### src/rtl/lfsr_decrypt_engine.sv
// LFSR stream decryptor: identifies the keystream tap pattern from a known preamble,
// then re-reads the ciphertext block and writes the decrypted words to memory.
module lfsr_decrypt_engine #(
  parameter int unsigned DATA_W       = 8,
  parameter int unsigned LFSR_W       = 6,
  parameter int unsigned NUM_TAPS     = 6,
  parameter logic [NUM_TAPS*LFSR_W-1:0] TAPS = {6'h39, 6'h36, 6'h33, 6'h30, 6'h2D, 6'h21},
  parameter int unsigned ADDR_W       = 8,
  parameter int unsigned RD_BASE      = 64,
  parameter int unsigned WR_BASE      = 0,
  parameter int unsigned MSG_LEN      = 64,
  parameter int unsigned PREAMBLE_LEN = 7,
  parameter logic [DATA_W-1:0] PRE_SYM = 8'h5F,
  localparam int unsigned SEL_W = (NUM_TAPS > 1) ? $clog2(NUM_TAPS) : 1
) (
  input  logic                clk,
  input  logic                init,
  input  logic                start,
  output logic [ADDR_W-1:0]   raddr,
  input  logic [DATA_W-1:0]   data_out,
  output logic [ADDR_W-1:0]   waddr,
  output logic [DATA_W-1:0]   data_in,
  output logic                wr_en,
  output logic                busy,
  output logic                done,
  output logic                err,
  output logic [SEL_W-1:0]    sel_idx,
  output logic [NUM_TAPS-1:0] match_vec
);

  localparam int unsigned CNT_W = $clog2(MSG_LEN + PREAMBLE_LEN + 2);
  localparam logic [LFSR_W-1:0] PRE_KEY = PRE_SYM[LFSR_W-1:0];
  localparam logic [ADDR_W-1:0] RD_START = ADDR_W'(RD_BASE);
  localparam logic [ADDR_W-1:0] WR_START = ADDR_W'(WR_BASE);

  typedef enum logic [2:0] {
    S_IDLE,
    S_TRAIN,
    S_DECIDE,
    S_DECRYPT,
    S_DONE
  } state_t;

  state_t              state;
  logic [CNT_W-1:0]    cnt;
  logic [LFSR_W-1:0]   lfsr [NUM_TAPS];
  logic [LFSR_W-1:0]   lfsr_adv_c [NUM_TAPS];
  logic [LFSR_W-1:0]   key;
  logic [LFSR_W-1:0]   sel_taps;
  logic [LFSR_W-1:0]   obs_c;
  logic [LFSR_W-1:0]   ks_c;
  logic [SEL_W-1:0]    first_c;
  logic [LFSR_W-1:0]   first_taps_c;
  logic                any_c;

  function automatic logic [LFSR_W-1:0] lfsr_next(input logic [LFSR_W-1:0] s,
                                                  input logic [LFSR_W-1:0] t);
    return {s[LFSR_W-2:0], ^(s & t)};
  endfunction

  // Keystream value implied by the incoming word if it were a preamble symbol.
  assign obs_c = data_out[LFSR_W-1:0] ^ PRE_KEY;
  // First decrypted word keys off the seed directly; later words off the running LFSR.
  assign ks_c  = (cnt == CNT_W'(1)) ? obs_c : key;

  always_comb begin
    for (int j = 0; j < NUM_TAPS; j++) begin
      lfsr_adv_c[j] = lfsr_next(lfsr[j], TAPS[j*LFSR_W +: LFSR_W]);
    end
  end

  // Lowest-index surviving pattern wins.
  always_comb begin
    first_c      = '0;
    first_taps_c = TAPS[LFSR_W-1:0];
    any_c        = 1'b0;
    for (int j = NUM_TAPS - 1; j >= 0; j--) begin
      if (match_vec[j]) begin
        first_c      = SEL_W'(j);
        first_taps_c = TAPS[j*LFSR_W +: LFSR_W];
        any_c        = 1'b1;
      end
    end
  end

  always_ff @(posedge clk or posedge init) begin
    if (init) begin
      state     <= S_IDLE;
      cnt       <= '0;
      raddr     <= RD_START;
      waddr     <= WR_START;
      data_in   <= '0;
      wr_en     <= 1'b0;
      busy      <= 1'b0;
      done      <= 1'b0;
      err       <= 1'b0;
      sel_idx   <= '0;
      match_vec <= '0;
      key       <= '0;
      sel_taps  <= '0;
      for (int j = 0; j < NUM_TAPS; j++) begin
        lfsr[j] <= '0;
      end
    end else begin
      wr_en <= 1'b0;
      case (state)
        S_IDLE, S_DONE: begin
          if (start) begin
            state <= S_TRAIN;
            cnt   <= '0;
            busy  <= 1'b1;
            done  <= 1'b0;
            err   <= 1'b0;
          end
        end

        S_TRAIN: begin
          raddr <= raddr + ADDR_W'(1);
          cnt   <= cnt + CNT_W'(1);
          if (cnt == CNT_W'(1)) begin
            for (int j = 0; j < NUM_TAPS; j++) begin
              lfsr[j] <= obs_c;
            end
            match_vec <= '1;
          end else if (cnt >= CNT_W'(2)) begin
            for (int j = 0; j < NUM_TAPS; j++) begin
              lfsr[j] <= lfsr_adv_c[j];
              if (lfsr_adv_c[j] != obs_c) begin
                match_vec[j] <= 1'b0;
              end
            end
          end
          if (cnt == CNT_W'(PREAMBLE_LEN)) begin
            state <= S_DECIDE;
          end
        end

        S_DECIDE: begin
          sel_idx  <= first_c;
          sel_taps <= first_taps_c;
          err      <= ~any_c;
          raddr    <= RD_START;
          cnt      <= '0;
          if (any_c) begin
            state <= S_DECRYPT;
          end else begin
            state <= S_DONE;
            busy  <= 1'b0;
            done  <= 1'b1;
          end
        end

        S_DECRYPT: begin
          cnt   <= cnt + CNT_W'(1);
          raddr <= (cnt == CNT_W'(MSG_LEN)) ? RD_START : raddr + ADDR_W'(1);
          if (cnt != '0) begin
            wr_en   <= 1'b1;
            waddr   <= WR_START + ADDR_W'(cnt - CNT_W'(1));
            data_in <= data_out ^ DATA_W'(ks_c);
            key     <= lfsr_next(ks_c, sel_taps);
          end
          if (cnt == CNT_W'(MSG_LEN)) begin
            state <= S_DONE;
            busy  <= 1'b0;
            done  <= 1'b1;
          end
        end

        default: state <= S_IDLE;
      endcase
    end
  end

endmodule

### config.mk
export PLATFORM = sky130hd
export DESIGN_NAME = lfsr_decrypt_engine
export DESIGN_NICKNAME = d
export VERILOG_FILES = /design/src/rtl/lfsr_decrypt_engine.sv
export SDC_FILE = /design/constraint.sdc
export NUM_CORES = 1
export LEC_CHECK = 0
export BUFFER_PORTS_ARGS = -buffer_cell sky130_fd_sc_hd__buf_4
export CAP_MARGIN = 10
export CORE_UTILIZATION = 27
export DETAILED_ROUTE_END_ITERATION = 16
export PLACE_DENSITY_LB_ADDON = 0.2
export SETUP_SLACK_MARGIN = 0.4
export SLEW_MARGIN = 20
export SYNTH_ARGS = -nofsm -noshare
export SYNTH_HDL_FRONTEND = slang
export SYNTH_SLANG_ARGS = --single-unit
### constraint.sdc
create_clock -name clk -period 3.6 [get_ports clk]
set_input_delay 0.54 -clock clk [delete_from_list [all_inputs] [get_ports clk]]
set_output_delay 0.54 -clock clk [all_outputs]
set_load 0.01 [all_outputs]
---- After elaboration in Yosys (flattened, before gate mapping) ----
Index checks and enable logic that the tools add are counted.
W data, S select, Z words.
cells by class
  $mul .................................... 0
  multiplexer cells ....................... 49
  reduce and logical (&&, ||, !) cells .... 34
  magnitude comparators ................... 1
  $add $sub $neg .......................... 3
  div/mod/pow operators ................... 0
  shift-type cells ........................ 0
  equal/unequal tests ..................... 17
  bitwise operators ....................... 4
operators with widths
  kind                   count
  $mux W36               2
  $mux W6                8
  $reduce_xor A6 Y1      7
  $ne A6 B6 Y1           6
  $mux W3                10
  $pmux W8 S3            1
  $pmux W7 S3            1
  $reduce_and A3 Y1      7
  $mux W1                20
  $reduce_bool A2 Y1     8
  $pmux W3 S4            1
  $reduce_bool A3 Y1     3
  $add A8 B1 Y8 const B  1
  $mux W8                1
  $ne A2 B2 Y1 const B   4
  $reduce_and A2 Y1      4
  $sub A7 B1 Y8 const B  1
  $xor A8 B6 Y8          1
  $add A7 B1 Y7 const B  1
  $eq A7 B1 Y1 const B   1
  $eq A7 B3 Y1 const B   1
  $eq A7 B7 Y1 const B   1
  $ge A7 B2 Y1 const B   1
  $mux W7                1
  other kinds (13)       16
storage, ports and cells
  register bits ........................... 95
  output and inout bits ................... 37
  memory bits (writable) .................. 0
  ROM bits ................................ 0
  bits of input ports ..................... 11
  bits in latches ......................... 0
  memories ................................ 0

---- Longest topological paths before layout ----
Gate-level depths: netlist of run 1.
  depth in word-level cells ............... 8
  gate-level depth with buffers ........... 11

---- Worst setup path after synthesis of run 1 ----
No wires, ideal clock.
  kind .................................... register -> register
  start point ............................. register cnt[1]
  end point ............................... register key[0]
  stages on the path, launching flop included .. 11
  clock period less this slack ............ 2080 ps
  slack ................................... 1520 ps
  buffers on the path ..................... 2
  arrival ................................. 2004 ps
  required time ........................... 3524 ps
  setup time .............................. 76 ps
  path through ............................ dfrtp_1 -> inv_1 -> ha_1 -> nor2b_1 -> buf_2 -> and2_1 -> buf_4 -> o211ai_1 -> xnor2_1 -> xnor3_1 -> o21ai_1
on the way
  word-level cells in the longest chain between the ends .. 4
  elaborated cells on any way between the ends .. 6
ends and longest elaborated chain
  element                 RTL line  source
  from (decl)             45        logic [CNT_W-1:0] cnt;
  from (signal assigned)  119       cnt <= cnt + CNT_W'(1);
  from (signal assigned)  154       cnt <= cnt + CNT_W'(1);
  $eq A7 B1 Y1            64        assign ks_c = (cnt == CNT_W'(1)) ? obs_c : key;
  $mux W6                 64
  $and A6 B6 Y6           58        return {s[LFSR_W-2:0], ^(s & t)};
  $reduce_xor A6 Y1       58
  to (signal assigned)    160       key <= lfsr_next(ks_c, sel_taps);
  to (decl)               48        logic [LFSR_W-1:0] key;
Parallel ways exist; a longest one is shown, timed or not.
A chain may end at the register's enable or synchronous reset.

---- Worst setup path after layout of run 1 ----
  start point ............................. register cnt[5]
  end point ............................... register key[0]
The elaborated chain is that of the path after synthesis.

==> out/results.tsv, run 1 <==
stage	metric	value	unit
worst_hold_path	hold_path_class	primary input to async pin	
sta	holdWs	0.267	ns
yosys	seq_area_frac_synth	0.483	
clock_network	clk_path_buf_depth	2	
place	io_buffer_count	47	
run	cap_violations	0	
sta	finalCriticalPeriod	2.71	ns
yosys	synth_compound_area_frac	0.176	
clock_network	cts_setup_buffers	0	
worst_setup_path	worstPathArrival	2.99	ns
yosys	ys_ff_latch	95	
yosys	synth_area	0.00492	mm^2
layout	area_delta_synth_final	17.6	%
worst_setup_path	crit_path_end_kind	flop	
global_route	grt_pass1_wl	20800	um
clock_network	ctsHoldBuffers	0	
yosys	postSynth.asyncResetShare	1.00	
layout	finalNonFillerCells	807	
clock_network	cts.sinks	95	
power_and_ir_drop	power_density	993	mW/mm^2
die	die_h	137	um
place	dp_cells	791	
yosys	synth_fa_ha_area_frac	0.0127	
routing	wl_per_cell	15.4	um
layout	ff_latch_area	0.00238	mm^2
sta	relSlewSlack	0.510	
clock_network	cts_max_level	3	
yosys	synthSimpleGateAreaFrac	0.156	
place	place_ws	0.920	ns
place	gp_congestion	0.815	
routing	wirelength	12400	um
clock_network	clk_pin_slew	0.07	ns
layout	multi_input_area	0.00235	mm^2
sta	clock_skew	0.00888	ns
yosys	yosys.area.top_type	dfrtp_1	
sta	setup_slack	0.886	ns
worst_setup_path	crit_chain	nor4_4, and2_1, buf_4, o211ai_1, xnor2_1, xnor3_1, o21ai_1	
sta	fmax	369	MHz
worst_setup_path	worstSetupStartpointType	flop	
global_route	track_usage	0.147	
power_and_ir_drop	peakVddDrop	0.371	mV
place	placed_area	0.00549	mm^2
global_route	globalRouteOverflowTotal	0	
yosys	synthMuxAreaShare	0	
worst_setup_path	cp_num_buf_inv	1	
routing	vias	3805	
clock_network	cts_resized	0	
sta	setup_tns	0	ns
worst_setup_path	cp.depth	7	
routing	drtIter0Drc	226	
place	dpl.hpwl	8640	um
die	die_w	137	um
die	dieArea	0.0188	mm^2
global_route	grt_pass1_vias	3773	
yosys	synthXorXnorAreaFrac	0.129	
layout	fill_cells	1884	
worst_setup_path	cpMaxStageDelayCell	nor4_4	
yosys	synth_top_area_frac	0.478	
sta	period_share	0.754	
run_status	outcome	finished clean	
layout	design_area	0.00579	mm^2
sta	hold_violations	0	
yosys	avgSynthCellArea	9.05	um^2
sta	rsz0062_at_grt	false	
worst_setup_path	cpLargestDelayFamily	simple AND/OR/NAND/NOR gates	
sta	tightest_slew	0.735	ns
sta	setup-violations-final	0	
worst_setup_path	worstPathMaxFanout	19	
yosys	ys.flop_type	dfrtp_1	
yosys	yosys_warnings	0	
clock_network	clock_latency	0.35	ns
die	initial_utilization	0.275	
clock_network	cts_made_buffers	9	
routing	drtPass1Iterations	5	
layout	drive_above_1_share	0.133	
yosys	synth_cells	544	
yosys	syn_nets	560	
layout	diodes	0	
routing	viasPerCell	4.71	
layout	layout.nets	589	
routing	postRouteAntennaNets	0	
worst_setup_path	slowest_delay	0.59	ns
power_and_ir_drop	cellLeakagePower	2.59	nW
yosys	yosysUniqueCellTypes	46	
die	io_pins	48	
global_route	grt_max_degree	60	
worst_setup_path	rr_worst_depth	7	
routing	drcViolationCount	0	
yosys	synth_edf_count	0	
die	num_rows	49	
clock_network	cts_root_buf	clkbuf_16	
yosys	ys_top_cells_by_area	dfrtp_1, o21ai_0, xor2_1	
die	core	0.0179	mm^2
yosys	synth_top_family_by_area	compound AO/OA/AOI/OAI gates	
layout	layout_common_cells	o21ai_0, dfrtp_1, nand2_1, buf_4, xor2_1	
global_route	antenna_found_initial	0	
sta	finalMaxSlewViolations	0	
clock_network	tritoncts	built	
worst_setup_path	critPathKind	flop to flop	
worst_setup_path	critPathRequiredTime	3.87	ns
==> report_power, final <==
part | total, W | internal, W | leakage (nW) | switching [W]
combinational | 0.00275 | 0.00119 | 1.25 | 0.00157
clock | 0.000974 | 0.000561 | 0.139 | 0.000413
sequential | 0.00203 | 0.00153 | 1.20 | 0.000495
total | 0.00575 | 0.00328 | 2.59 | 0.00247
==> cell families (layout without fill, tap and decap cells) <==
kind of cell / after synthesis / count (layout)
flip-flops: 95 / 95
adder cells (fa/ha/maj): 5 / 5
XOR/XNOR: 71 / 71
AO/OA/AOI/OAI: 154 / 154
AND/OR/NAND/NOR: 171 / 171
buffers and inverters: 48 / 82
==> cells in the mapped netlist, types with 2 or more instances <==
cell type	number
o31ai_1	6
nand2b_1	9
o211ai_1	4
clkbuf_1	24
o21ai_0	94
nor2_1	32
buf_2	7
inv_1	12
nor3_1	2
nor4_1	5
and3_1	4
xnor2_1	29
a21oi_1	30
dfrtp_1	94
ha_1	5
nand3_1	11
or3_1	2
nand2_1	92
nand4_1	4
xor2_1	41
a211oi_1	2
a22o_1	2
buf_4	5
a31oi_1	4
nor2b_1	3
==> worst paths after layout <==
path                        startpoint          to  slack, ns
max                             cnt[5]      key[0]       0.89
min                               init    raddr[7]       0.27
max reg2reg                     cnt[5]      key[0]       0.89
min reg2reg                 data_in[7]  data_in[7]       0.48
max in group asynchronous         init  data_in[5]       2.58
min in group clk           data_out[6]  data_in[6]       0.38
==> worst register-to-register path, cell delays in order, from the launching register on <==
cell	delay [ns]
dfrtp_1	0.51
nor4_4	0.59
and2_1	0.55
buf_4	0.32
o211ai_1	0.13
xnor2_1	0.19
xnor3_1	0.23
o21ai_1	0.12
==> area by class of cell <==
type | count | share of cell area
inverter | 12 | 0.00800
sequential | 95 | 0.411
timing repair buffer | 54 | 0.0743
tap | 229 | 0.0495
clock inverter | 4 | 0.00929
multi-input combinational | 401 | 0.405
clock buffer | 12 | 0.0426
==> metal layers <==
metal  global-route usage  up-vias  part of all wire
li1                     -     1899                 -
met1                0.212     1832              0.51
met2                0.212       66              0.43
met3               0.0322        8             0.042
met4               0.0549        0             0.012
met5                    0        -                 0
==> sequential cells by signal (all words and copies together) (netlist names), 3 cells and up <==
register	cells
key	6
lfsr	36
match_vec	6
state	3
raddr	8
sel_idx	3
waddr	8
data_in	8
sel_taps	6
cnt	7
==> through the flow <==
step | total power [W] | util
after floorplan | 0.00393 | -
after global placement | 0.00478 | 0.307
after detailed placement | 0.00483 | 0.307
after global routing | 0.00629 | 0.323
after CTS | 0.00584 | 0.323
final | 0.00575 | 0.323
No activity file was read; power rests on OpenSTA's default activity.
==> run 2: changes to the inputs <==
==> constraint.sdc (replaced) <==
create_clock -name clk -period 2.5 [get_ports clk]
set_input_delay 0.375 -clock clk [delete_from_list [all_inputs] [get_ports clk]]
set_output_delay 0.375 -clock clk [all_outputs]
set_load 0.01 [all_outputs]
==> out/results.tsv, run 2 (same netlist as run 1, synthesis figures left out) <==
stage	metric	value	unit	change
clock_network	cts_made_buffers	9		unchanged
clock_network	cts.sinks	95		unchanged
worst_setup_path	crit_chain	buf_6, inv_4, ha_4, or3b_4, o41ai_4, buf_6, clkbuf_16, o21ai_0		was nor4_4, and2_1, buf_4, o211ai_1, xnor2_1, xnor3_1, o21ai_1
die	die_h	137	um	unchanged
place	dpl.hpwl	8520	um	was 8640 um
worst_setup_path	critPathRequiredTime	2.74	ns	was 3.87 ns
sta	rsz0062_at_grt	true		was false
routing	wirelength	13400	um	was 12400 um
sta	hold_violations	0		unchanged
routing	viasPerCell	4.74		was 4.71
power_and_ir_drop	power_density	1490	mW/mm^2	was 993 mW/mm^2
power_and_ir_drop	cellLeakagePower	2.81	nW	was 2.59 nW
sta	period_share	0.856		was 0.754
clock_network	clk_path_buf_depth	2		unchanged
clock_network	clk_pin_slew	0.07	ns	about the same
routing	drcViolationCount	0		unchanged
global_route	track_usage	0.149		was 0.147
layout	final_core_util	0.352		was 0.323
worst_setup_path	slowest_delay	0.45	ns	was 0.59 ns
worst_setup_path	worstPathArrival	2.38	ns	was 2.99 ns
die	num_rows	49		unchanged
die	initial_utilization	0.275		unchanged
global_route	grt_max_degree	96		was 60
die	die_w	137	um	unchanged
sta	relSlewSlack	0.595		was 0.510
worst_setup_path	worstPathMaxFanout	11		was 19
global_route	grt_pass1_vias	3912		was 3773
routing	drtIter0Drc	241		was 226
die	dieArea	0.0188	mm^2	unchanged
worst_setup_path	cpMaxStageDelayCell	dfrtp_2		was nor4_4
routing	postRouteAntennaNets	0		unchanged
layout	top_register	lfsr		unchanged
sta	setup-violations-final	0		unchanged
layout	drive_above_1_share	0.216		was 0.133
worst_hold_path	hold_path_class	primary input to async pin		unchanged
layout	layout.nets	614		was 589
clock_network	ctsHoldBuffers	0		unchanged
clock_network	clock_latency	0.36	ns	was 0.35 ns
layout	area_delta_synth_final	28.1	%	was 17.6%
sta	clock_skew	0.00527	ns	was 0.00888 ns
power_and_ir_drop	peakVddDrop	0.644	mV	was 0.371 mV
sta	finalMaxSlewViolations	0		unchanged
sta	tightest_slew	0.603	ns	was 0.735 ns
clock_network	tritoncts	built		unchanged
worst_setup_path	crit_top_cell	buf_6		
global_route	grt_pass1_wl	21400	um	was 20800 um
routing	wl_per_cell	16.1	um	was 15.4 um
layout	layout_common_cells	o21ai_0, nand2_1, dfrtp_1, buf_4, xor2_1		was o21ai_0, dfrtp_1, nand2_1, buf_4, xor2_1
worst_setup_path	critPathKind	flop to flop		unchanged
sta	fmax	467	MHz	was 369 MHz
place	gp_congestion	0.776		was 0.815
global_route	globalRouteOverflowTotal	0		unchanged
sta	setup_tns	0	ns	unchanged
worst_setup_path	crit_path_end_kind	flop		unchanged
global_route	antenna_found_initial	0		unchanged
routing	drtPass1Iterations	4		was 5
clock_network	cts_max_level	3		unchanged
die	core	0.0179	mm^2	unchanged
die	io_pins	48		unchanged
place	io_buffer_count	47		unchanged
run	cap_violations	0		unchanged
worst_setup_path	worstSetupStartpointType	flop		unchanged
sta	finalCriticalPeriod	2.14	ns	was 2.71 ns
layout	largest_reg_flops	36		unchanged
layout	layout_commonest_cell	o21ai_0		
routing	vias	3944		was 3805
layout	diodes	0		unchanged
clock_network	cts_root_buf	clkbuf_16		unchanged
run_status	outcome	finished clean		unchanged
run 2: cell types whose count changed in the layout (fill, tap and decap cells not counted), sizes merged:
cell,delta
buf,+22
bufinv,+4
clkbuf,+1
clkinvlp,-1
inv,-1
run 2: timing repair:
| item | CTS | global route |
|---|---|---|
| cloned | 0 | 4 |
| pin swaps | 2 | 11 |
| setup buffers | 1 | 14 |
| resized for setup | 10 | 32 |
| setup endpoints to repair | 15 | 24 |
run 2: path summary, 6_finish.rpt:
kind | start | end | slack [ns] | cells past startpoint
worst min register to register | data_in[0] | data_in[0] | 0.48 | 2
min in group clk | data_out[6] | data_in[6] | 0.22 | 3
worst min-delay path | init | waddr[3] | 0.15 | 3
worst max register to register | cnt[0] | key[1] | 0.36 | 8
max in group asynchronous | init | raddr[6] | 1.91 | 3
worst max-delay path | cnt[0] | key[1] | 0.36 | 8
run 2: metrics by stage:
stage	total power (W)	instances	hold slack [ns]	instance area [um^2]	setup WS (ns)
after floorplan	0.00566	544	0.449	4930	0.420
after global placement	0.00695	797	0.460	5560	0.419
after detailed placement	0.00705	797	0.472	5560	0.247
after CTS	0.00895	814	0.198	5980	0.406
after global routing	0.0102	832	0.219	6300	0.299
final	0.00937	832	0.150	6300	0.359
run 2: final cells by class:
| class | count | area (um^2) |
|---|---|---|
| Clock buffer | 10 | 239 |
| Inverter | 12 | 56.3 |
| Timing Repair Buffer | 79 | 718 |
| Tap cell | 229 | 287 |
| Sequential cell | 95 | 2390 |
| Clock inverter | 6 | 155 |
| Multi-Input combinational cell | 401 | 2460 |
| Fill cell | 1824 | 11600 |
run 2: metal layers:
layer	GRT usage	vias up	routed length [um]
met2	0.226	66	6130
met3	0.0244	12	510
met4	0.0623	0	226
met1	0.210	1907	6540
li1	-	1959	-
met5	0	-	0
run 2: report_power, final:
| group | switching (W) | internal (W) | total, W |
|---|---|---|---|
| clock network | 0.000618 | 0.00121 | 0.00182 |
| logic | 0.00248 | 0.00214 | 0.00462 |
| registers | 0.000715 | 0.00221 | 0.00292 |
run 2: worst max-delay path, delay by kind of cell, from the launching register on:
family / cells / cell delay, ns
compound gates: 2 / 0.45
fa+ha+maj: 1 / 0.13
simple gates: 1 / 0.42
buf+inv: 4 / 0.57
flops: 1 / 0.45
